--- src/rtl/sodor_dmem_pkg.sv ---
// Shared types and constants for the Sodor data-memory arbiter.
// The request record is latched once per accepted transaction.
package sodor_dmem_pkg;

    localparam int NUM_WORDS = 16;
    localparam int IDX_W     = 4;
    localparam int DATA_W    = 32;
    localparam int MASK_W    = DATA_W / 8;

    typedef enum logic [1:0] {
        IDLE  = 2'd0,
        ISSUE = 2'd1,
        RESP  = 2'd2
    } state_t;

    typedef struct packed {
        logic [31:0]       addr;
        logic              wen;
        logic [DATA_W-1:0] wdata;
        logic [MASK_W-1:0] wmask;
    } dmem_req_t;

endpackage

--- src/rtl/sodor_rr_arb2.sv ---
// Two-way round-robin grant. The pointer names the preferred requester when both
// are valid and moves to the non-granted side on every accept.
module sodor_rr_arb2 (
    input  logic clk,
    input  logic reset,
    input  logic en,
    input  logic valid0,
    input  logic valid1,
    output logic ready0,
    output logic ready1,
    output logic accept,
    output logic gnt_id
);

    logic ptr_q;

    // A lone valid requester always wins; the pointer only breaks ties.
    always_comb begin
        gnt_id = ptr_q;
        if (valid0 && !valid1) begin
            gnt_id = 1'b0;
        end else if (valid1 && !valid0) begin
            gnt_id = 1'b1;
        end
    end

    assign ready0 = en && valid0 && !gnt_id;
    assign ready1 = en && valid1 && gnt_id;
    assign accept = ready0 || ready1;

    always_ff @(posedge clk or negedge reset) begin
        if (!reset) begin
            ptr_q <= 1'b0;
        end else if (accept) begin
            ptr_q <= ~gnt_id;
        end
    end

endmodule

--- src/rtl/sodor_dmem_arbiter.sv ---
// Shares the single-port Sodor dmem between the core (id 0) and the debug port (id 1).
// One transaction in flight: accept, issue to memory, respond, back to idle.
module sodor_dmem_arbiter
    import sodor_dmem_pkg::*;
#(
    parameter int NUM_WORDS = 16,
    parameter int IDX_W     = 4,
    parameter int DATA_W    = 32
) (
    input  logic                clk,
    input  logic                reset,
    input  logic                req0_valid,
    output logic                req0_ready,
    input  logic [31:0]         req0_addr,
    input  logic                req0_wen,
    input  logic [DATA_W-1:0]   req0_wdata,
    input  logic [DATA_W/8-1:0] req0_wmask,
    input  logic                req1_valid,
    output logic                req1_ready,
    input  logic [31:0]         req1_addr,
    input  logic                req1_wen,
    input  logic [DATA_W-1:0]   req1_wdata,
    input  logic [DATA_W/8-1:0] req1_wmask,
    output logic                resp0_valid,
    output logic [DATA_W-1:0]   resp0_rdata,
    output logic                resp0_err,
    output logic                resp1_valid,
    output logic [DATA_W-1:0]   resp1_rdata,
    output logic                resp1_err,
    output logic                mem_en,
    output logic                mem_wen,
    output logic [IDX_W-1:0]    mem_idx,
    output logic [DATA_W-1:0]   mem_wdata,
    output logic [DATA_W/8-1:0] mem_wmask,
    input  logic [DATA_W-1:0]   mem_rdata,
    output state_t              fsm_state
);

    // Handshake: a request transfers on a cycle where valid && ready; ready is only
    // offered in IDLE to the arbitration winner, and requesters hold their fields
    // while valid && !ready. Responses are single-cycle pulses with no backpressure.

    state_t    state_q, state_d;
    dmem_req_t sel_req, lat_q;
    logic      lat_id_q;
    logic      err_q;
    logic      active_q;
    logic      arb_en, arb_accept, arb_gnt;
    logic      in_range;
    logic      unused_addr_bits;

    // Ready stays low for the first cycle out of reset so every output is 0 during reset.
    assign arb_en = active_q && (state_q == IDLE);

    sodor_rr_arb2 u_arb (
        .clk    (clk),
        .reset  (reset),
        .en     (arb_en),
        .valid0 (req0_valid),
        .valid1 (req1_valid),
        .ready0 (req0_ready),
        .ready1 (req1_ready),
        .accept (arb_accept),
        .gnt_id (arb_gnt)
    );

    always_comb begin
        sel_req = '{addr: req0_addr, wen: req0_wen, wdata: req0_wdata, wmask: req0_wmask};
        if (arb_gnt) begin
            sel_req = '{addr: req1_addr, wen: req1_wen, wdata: req1_wdata, wmask: req1_wmask};
        end
    end

    // In range exactly when every bit above the word index is zero; byte offset ignored.
    assign in_range         = lat_q.addr[31:2] < 30'(NUM_WORDS);
    assign unused_addr_bits = ^lat_q.addr[1:0];

    always_ff @(posedge clk or negedge reset) begin
        if (!reset) begin
            state_q  <= IDLE;
            lat_q    <= '0;
            lat_id_q <= 1'b0;
            err_q    <= 1'b0;
            active_q <= 1'b0;
        end else begin
            active_q <= 1'b1;
            state_q  <= state_d;
            if (arb_accept) begin
                lat_q    <= sel_req;
                lat_id_q <= arb_gnt;
            end
            if (state_q == ISSUE) begin
                err_q <= !in_range;
            end
        end
    end

    always_comb begin
        state_d     = state_q;
        mem_en      = 1'b0;
        mem_wen     = 1'b0;
        mem_idx     = '0;
        mem_wdata   = '0;
        mem_wmask   = '0;
        resp0_valid = 1'b0;
        resp0_rdata = '0;
        resp0_err   = 1'b0;
        resp1_valid = 1'b0;
        resp1_rdata = '0;
        resp1_err   = 1'b0;
        case (state_q)
            IDLE: begin
                if (arb_accept) begin
                    state_d = ISSUE;
                end
            end
            ISSUE: begin
                state_d = RESP;
                if (in_range) begin
                    mem_en    = 1'b1;
                    mem_wen   = lat_q.wen;
                    mem_idx   = lat_q.addr[IDX_W+1:2];
                    mem_wdata = lat_q.wdata;
                    mem_wmask = lat_q.wmask;
                end
            end
            RESP: begin
                state_d = IDLE;
                if (lat_id_q) begin
                    resp1_valid = 1'b1;
                    resp1_err   = err_q;
                    resp1_rdata = (!lat_q.wen && !err_q) ? mem_rdata : '0;
                end else begin
                    resp0_valid = 1'b1;
                    resp0_err   = err_q;
                    resp0_rdata = (!lat_q.wen && !err_q) ? mem_rdata : '0;
                end
            end
            default: begin
                state_d = IDLE;
            end
        endcase
    end

    assign fsm_state = state_q;

endmodule

--- config.mk ---
export PLATFORM = sky130hd
export DESIGN_NAME = sodor_dmem_arbiter
export DESIGN_NICKNAME = d
export VERILOG_FILES = /design/src/rtl/sodor_dmem_pkg.sv /design/src/rtl/sodor_rr_arb2.sv /design/src/rtl/sodor_dmem_arbiter.sv
export SDC_FILE = /design/constraint.sdc
export NUM_CORES = 1
export LEC_CHECK = 0
export CAP_MARGIN = 40
export CORE_ASPECT_RATIO = 1.25
export CORE_MARGIN = 2
export CORE_UTILIZATION = 36
export DETAILED_ROUTE_END_ITERATION = 8
export PLACE_DENSITY_LB_ADDON = 0.15
export SYNTH_ARGS = -nofsm -noshare
export SYNTH_HDL_FRONTEND = slang
export SYNTH_SLANG_ARGS = --single-unit
--- constraint.sdc ---
create_clock -name clk -period 1.9 [get_ports clk]
set_input_delay 0.38 -clock clk [delete_from_list [all_inputs] [get_ports clk]]
set_output_delay 0.38 -clock clk [all_outputs]
set_load 0.05 [all_outputs]
==> impl_metrics.toml, run 1 <==
[run_status]
violations = "negative setup slack"
status = "finished with violations"

[routing]
wl_mm = 23.7
vias_per_cell = 5.94
drtIter0Drc = 361
vias = 5409
drc = 0
wl_per_cell_microns = 26.0
drtPass1Iterations = 5
ant_nets = 0

[yosys]
synth_edf_count = 0
synth.area.top_cells = "dfrtp_1 43%, a221o_1 16%, and3_1 9.5%"
async_flop_share_pct = 100
syn_nets = 607
ys_warn_count = 0
netlist.area_leader.share_pct = 42.6
ys_seq_area_share_pct = 42.6
syn_area_sq_um = 4290
yosys-top-cells-count = "73 x dfrtp_1, 67 x a221o_1, 65 x and3_1"
ys.flop_type = "dfrtp_1"
yosysMostFrequentCell = "dfrtp_1"
synth_seq_cells = 73
synth.largest_area_cell = "dfrtp_1"
synth_cell_type_count = 28
syn_inst = 433
avgSynthCellArea_sq_um = 9.91

[sta]
fin_tns_setup_ns = -39.10
fin_crit_sh_pct = 123
worst_slack_ns = -0.431
max_freq_mhz = 429
finalHoldViolCount = 0
setup_viol = 116
skew_ns = 0.00519
slew_viol_final = 0
rsz0062_at_grt = "true"
period_needed_ns = 2.33

[run]
cap_violations = 0

[power]
p_leak_nw = 4.40
combPwrFrac_pct = 36.0
p_sw_share_pct = 31.9
power.density_nw_per_um2 = 630
p_seq_share_pct = 34.8
intPower_mw = 4.35
clock_power_share_pct = 29.3
ir_drop_mv = 0.614
power.switching_mw = 2.04

[layout]
drive_gt1_share_pct = 42.8
final_cells = 911
fin_area_sq_um = 10100
final_nets = 917
synthToLayoutAreaGrowth_pct = 136
post-route-util_pct = 87.3

[clock_network]
tritoncts = "done"
cts_root_buf = "clkbuf_16"
clock-sinks = 73
numCtsBuffers = 9
clk_latency_ns = 0.33
cts_max_level = 3
path_clk_slew_ns = 0.06
clock_path_buffers = 2

[min_path]
hold_path_class = "input pin to asynchronous set/reset pin"

[worst_setup_path]
cp.arrival_ns = 1.95
cp_max_fo = 11
cp-end-kind = "output port"
crit_type = "flip-flop to output port"
cp-start-kind = "flip-flop"
regToRegSetupSlack_ns = -0.01
cp.required_ns = 1.52

[placed_design]
gp_congestion = 0.830
dp_hpwl_mm = 14.1
placed_area_sq_um = 9100
place_inst = 862
portBuffers = 283

[global_routing]
grt-ovfl-total = 0
antenna_found_initial = 2
track_usage_pct = 33.0
grt_max_degree = 65
grt_pass1_vias = 5420
grt_pass1_wl_mm = 31.9

[floorplanning]
dieWidth_microns = 102
rows = 44
core_area_sq_um = 11600
initial_core_util_pct = 36.9
die_y_microns = 126
io_pins = 288
dieArea_sq_um = 12800
==> registers in the layout (all words and copies together) (netlist names) <==
signal	flops
lat_id_q	1
lat_q	67
active_q	1
err_q	1
u_arb.ptr_q	1
fsm_state	2
==> kinds of logic after synthesis <==
| kind of cell | count (synthesis) | share of synthesized area [%] |
|---|---|---|
| compound gates | 138 | 26.1 |
| simple gates | 128 | 22.3 |
| flops | 73 | 42.6 |
| other cells | 1 | 0.0874 |
| buf+inv | 93 | 8.95 |
==> worst paths after layout <==
check / start / endpoint / depth (start not counted)
min in group clk: req1_valid / lat_id_q$_DFFE_PN0P_ / 3
setup / recovery: lat_q[65]$_DFFE_PN0P_ / mem_idx[0] / 6
setup reg to reg: fsm_state[0]$_DFFE_PN0P_ / lat_q[24]$_DFFE_PN0P_ / 8
hold reg to reg: lat_id_q$_DFFE_PN0P_ / lat_id_q$_DFFE_PN0P_ / 2
hold / removal: reset / lat_q[5]$_DFFE_PN0P_ / 2
max in group asynchronous: reset / lat_q[14]$_DFFE_PN0P_ / 3
==> cell type report <==
cell class,instances,area [sq um]
repair buffers,350,4880
multi-input cells,267,2750
well taps,161,201
inverters,42,158
clock inverters,2,60.1
clock buffers,14,264
diodes,2,5.00
fillers,512,1470
flip-flops and latches,73,1830
==> per-stage QoR <==
stage / hold slack [ns] / power [mW] / setup slack, ns
floorplan: 0.0844 / 3.26 / -0.365
global placement: 0.279 / 4.00 / -0.137
detailed placement: 0.282 / 4.10 / -0.152
CTS: 0.467 / 6.18 / -0.426
global route: 0.521 / 6.63 / -0.554
finish: 0.508 / 6.39 / -0.431
==> critical path, cell delays in order (launching register included) <==
cell     delay, ns
dfrtp_1       0.39
nor4_2        0.30
nand4_1       0.15
buf_6         0.19
buf_12        0.17
nor3_4        0.25
buf_12        0.17
==> routing by layer <==
layer	global-route usage, %	routed length [microns]
met5	0	0
met4	15.6	1320
met3	9.77	2160
met2	58.7	12400
met1	35.1	7790
==> timing repair <==
item                       4_1_cts  5_1_grt
cloned                           6        4
gates resized for setup         68       24
buffers inserted                16       12
setup endpoints to repair      111      139
pin swaps                       23       21
hold buffers                     1        0
hold endpoints to repair        18        0
==> power by group through the flow <==
| stage | Sequential (mW) | Combinational [mW] | Clock, mW |
|---|---|---|---|
| after floorplan | 2.15 | 1.11 | 0 |
| after global placement | 2.16 | 1.83 | 0 |
| after detailed placement | 2.19 | 1.91 | 0 |
| after CTS | 2.19 | 2.12 | 1.87 |
| after global routing | 2.26 | 2.42 | 1.95 |
| final | 2.22 | 2.30 | 1.87 |
==> cells in the final DEF, fill, tap and decap left out, types with 3 or more instances in the layout <==
| master | n |
|---|---|
| buf_12 | 130 |
| clkbuf_1 | 3 |
| inv_1 | 42 |
| buf_8 | 4 |
| a21boi_0 | 26 |
| a21oi_1 | 42 |
| buf_16 | 3 |
| a221o_1 | 67 |
| buf_6 | 12 |
| and3_4 | 65 |
| clkbuf_16 | 13 |
| buf_4 | 28 |
| dfrtp_1 | 71 |
| nor3_4 | 40 |
| clkdlybuf4s50_1 | 167 |
| nor4_2 | 6 |
(Power assumes the default switching activity.)
==> inputs of run 2 (changes only) <==
- CORE_AREA: not set -> 2 2 111 113
- CORE_ASPECT_RATIO: 1.25 -> not set
- CORE_MARGIN: 2 -> not set
- CORE_UTILIZATION: 36 -> not set
- DIE_AREA: not set -> 0 0 113 115
- DONT_BUFFER_PORTS: not set -> 1
==> run 2 against run 1 <==
Against the previous run:
- the flow finishes with violations (design-rule violations, negative hold slack, negative setup slack)
- sequential share of layout area grew 6.4 points
- sequential power about the same
- fmax increased by 1.8%
- via count fell by 24%
- clock power is 7% higher
- critical path depth is 2 higher
- utilization decreased by 24 points
- hold slack worse by 0.77 ns
- cell count decreased by 26%
- register-to-register slack improved by 0.03 ns
- largest power group is now sequential cells
- highest routed layer unchanged
==> impl_metrics.toml, run 2 (same netlist as run 1, synthesis figures left out) <==
[sta]
finalHoldViolCount = 73
fin_crit_sh_pct = 121
slew_viol_final = 0
max_freq_mhz = 437
setup_viol = 112
worst_slack_ns = -0.390
period_needed_ns = 2.29
hold_ws_ns = -0.259
rsz0062_at_grt = "true"
skew_ns = 0.00953

[clock_network]
clock-sinks = 73
cts_root_buf = "clkbuf_16"
tritoncts = "done"
cts_max_level = 3
clk_latency_ns = 0.33
clock_path_buffers = 2
numCtsBuffers = 9
path_clk_slew_ns = 0.06

[power]
ir_drop_mv = 0.612
power.switching_mw = 1.79
p_sw_share_pct = 30.0
clock_power_share_pct = 33.5
intPower_mw = 4.18
p_seq_share_pct = 36.8
power.density_nw_per_um2 = 796
power_mw = 5.97
combPwrFrac_pct = 29.7
p_leak_nw = 3.37

[floorplanning]
dieWidth_microns = 113
rows = 40
initial_core_util_pct = 36.3
core_area_sq_um = 11800
dieArea_sq_um = 13000
die_y_microns = 115
io_pins = 288

[global_routing]
grt-ovfl-total = 0
track_usage_pct = 22.7
grt_pass1_vias = 4008
grt_max_degree = 74
antenna_found_initial = 0
grt_pass1_wl_mm = 22.8

[layout]
diodes = 0
largest_reg_flops = 67
final_nets = 694
layout_common_cells = "72 x buf_12, 71 x dfrtp_1, 67 x a221o_1, 65 x and3_4"
drive_gt1_share_pct = 51.1
regMostFlops = "lat_q"
synthToLayoutAreaGrowth_pct = 74.6
mostFrequentLayoutCell = "buf_12"

[worst_setup_path]
cp_cell_sequence = "buf_4 -> buf_6 -> buf_6 -> nor3b_4 -> buf_6 -> buf_6 -> buf_16 -> and3_4"
critPathMostFrequentCell = "buf_6"
cp.required_ns = 1.52
cp_max_fo = 6
cp-end-kind = "output port"
cp.arrival_ns = 1.91
crit_family = "buffers and inverters"
path_buf_inv = 6
slowest_delay_ns = 0.39
regToRegSetupSlack_ns = 0.02
cp_slowest_cell = "dfrtp_2"
crit_type = "flip-flop to output port"
r2r_cells = 8
cp-start-kind = "flip-flop"
worstReg2RegStart = "fsm_state[1]$_DFFE_PN0P_"
worstReg2RegEnd = "lat_q[31]$_DFFE_PN0P_"

[min_path]
hold_path_class = "input pin to asynchronous set/reset pin"

[routing]
drtIter0Drc = 252
vias_per_cell = 6.09
drc = 20
vias = 4088
drtPass1Iterations = 7
wl_per_cell_microns = 24.1
ant_nets = 0
wl_mm = 16.2

[placed_design]
dpl_worst_slack_ns = -0.192
gp_congestion = 0.817
dp_hpwl_mm = 10.0
portBuffers = 0

[run_status]
status = "finished with violations"
violations = "design-rule violations, negative hold slack, negative setup slack"

[run]
cap_violations = 0
## run 2: cell types whose count changed in the layout (fill, tap and decap cells not counted), moves of 2 or more
| cell | previous run | this run |
|---|---|---|
| diode_2 | 2 | 0 |
| buf_6 | 12 | 26 |
| buf_8 | 4 | 2 |
| clkbuf_16 | 13 | 15 |
| a21boi_0 | 26 | 21 |
| buf_16 | 3 | 7 |
| a21boi_1 | 0 | 5 |
| buf_12 | 130 | 72 |
| clkbuf_1 | 3 | 0 |
| buf_4 | 28 | 14 |
| clkdlybuf4s50_1 | 167 | 0 |
## run 2: area by class of cell
| class | instances | area (sq um) |
|---|---|---|
| fillers | 865 | 4320 |
| multi-input cells | 267 | 2760 |
| repair buffers | 127 | 2210 |
| flip-flops and latches | 73 | 1830 |
| clock buffers | 11 | 253 |
| well taps | 147 | 184 |
| inverters | 42 | 158 |
| clock inverters | 4 | 98.8 |
## run 2: per-stage QoR
step	setup TNS [ns]	instances	instance area, sq um	utilization [%]
floorplan	-14.44	433	4740	-
global placement	-5.68	622	6210	52.6
detailed placement	-7.13	622	6210	52.6
CTS	-32.88	662	7270	61.6
global route	-44.76	671	7490	63.5
finish	-35.85	671	7490	63.5
## run 2: routing by layer
layer	global-route usage [%]	part of all wire, %	wire (microns)
met5	0	0	0
met4	8.21	1.9	310
met3	5.17	7.7	1240
met2	40.2	53	8560
met1	27.2	37	6050
## run 2: worst reg2reg max path: cells and delay by family, from the launching register on
| kind | cells | cell delay [ns] |
|---|---|---|
| AO/OA/AOI/OAI | 2 | 0.35 |
| buffers and inverters | 5 | 0.77 |
| flip-flops | 1 | 0.43 |
| AND/OR/NAND/NOR | 1 | 0.20 |
## run 2: how the worst max path moves through the flow
stage	end	startpoint	cells after the start	slack, ns
floorplan	mem_wdata[0]	fsm_state[0]$_DFFE_PN0P_	4	-0.36
global placement	mem_wdata[10]	lat_q[54]$_DFFE_PN0P_	5	-0.16
detailed placement	mem_wdata[10]	lat_q[54]$_DFFE_PN0P_	5	-0.19
CTS	mem_wdata[10]	lat_q[65]$_DFFE_PN0P_	6	-0.42
global route	mem_wdata[12]	lat_q[67]$_DFFE_PN0P_	6	-0.50
finish	resp0_rdata[8]	fsm_state[1]$_DFFE_PN0P_	8	-0.39
## run 2: what timing repair did
action	4_1_cts	5_1_grt
endpoints found under the hold margin	73	73
pin swaps	62	41
setup buffers	16	4
resized for setup	89	28
endpoints found under the setup margin	112	148
gates cloned	9	7
## run 2: power by group through the flow
stage	Combinational (mW)	Sequential, mW	Clock (mW)
floorplan	1.11	2.15	0
global placement	1.42	2.17	0
detailed placement	1.45	2.18	0
CTS	1.68	2.18	2.04
global route	1.93	2.25	2.09
finish	1.77	2.20	2.00
==> inputs of run 3 (changes only) <==
- CTS_CLUSTER_DIAMETER: not set -> 30
==> results of run 3 <==
No change in the layout: final DEF, timing and power equal those of run 2.
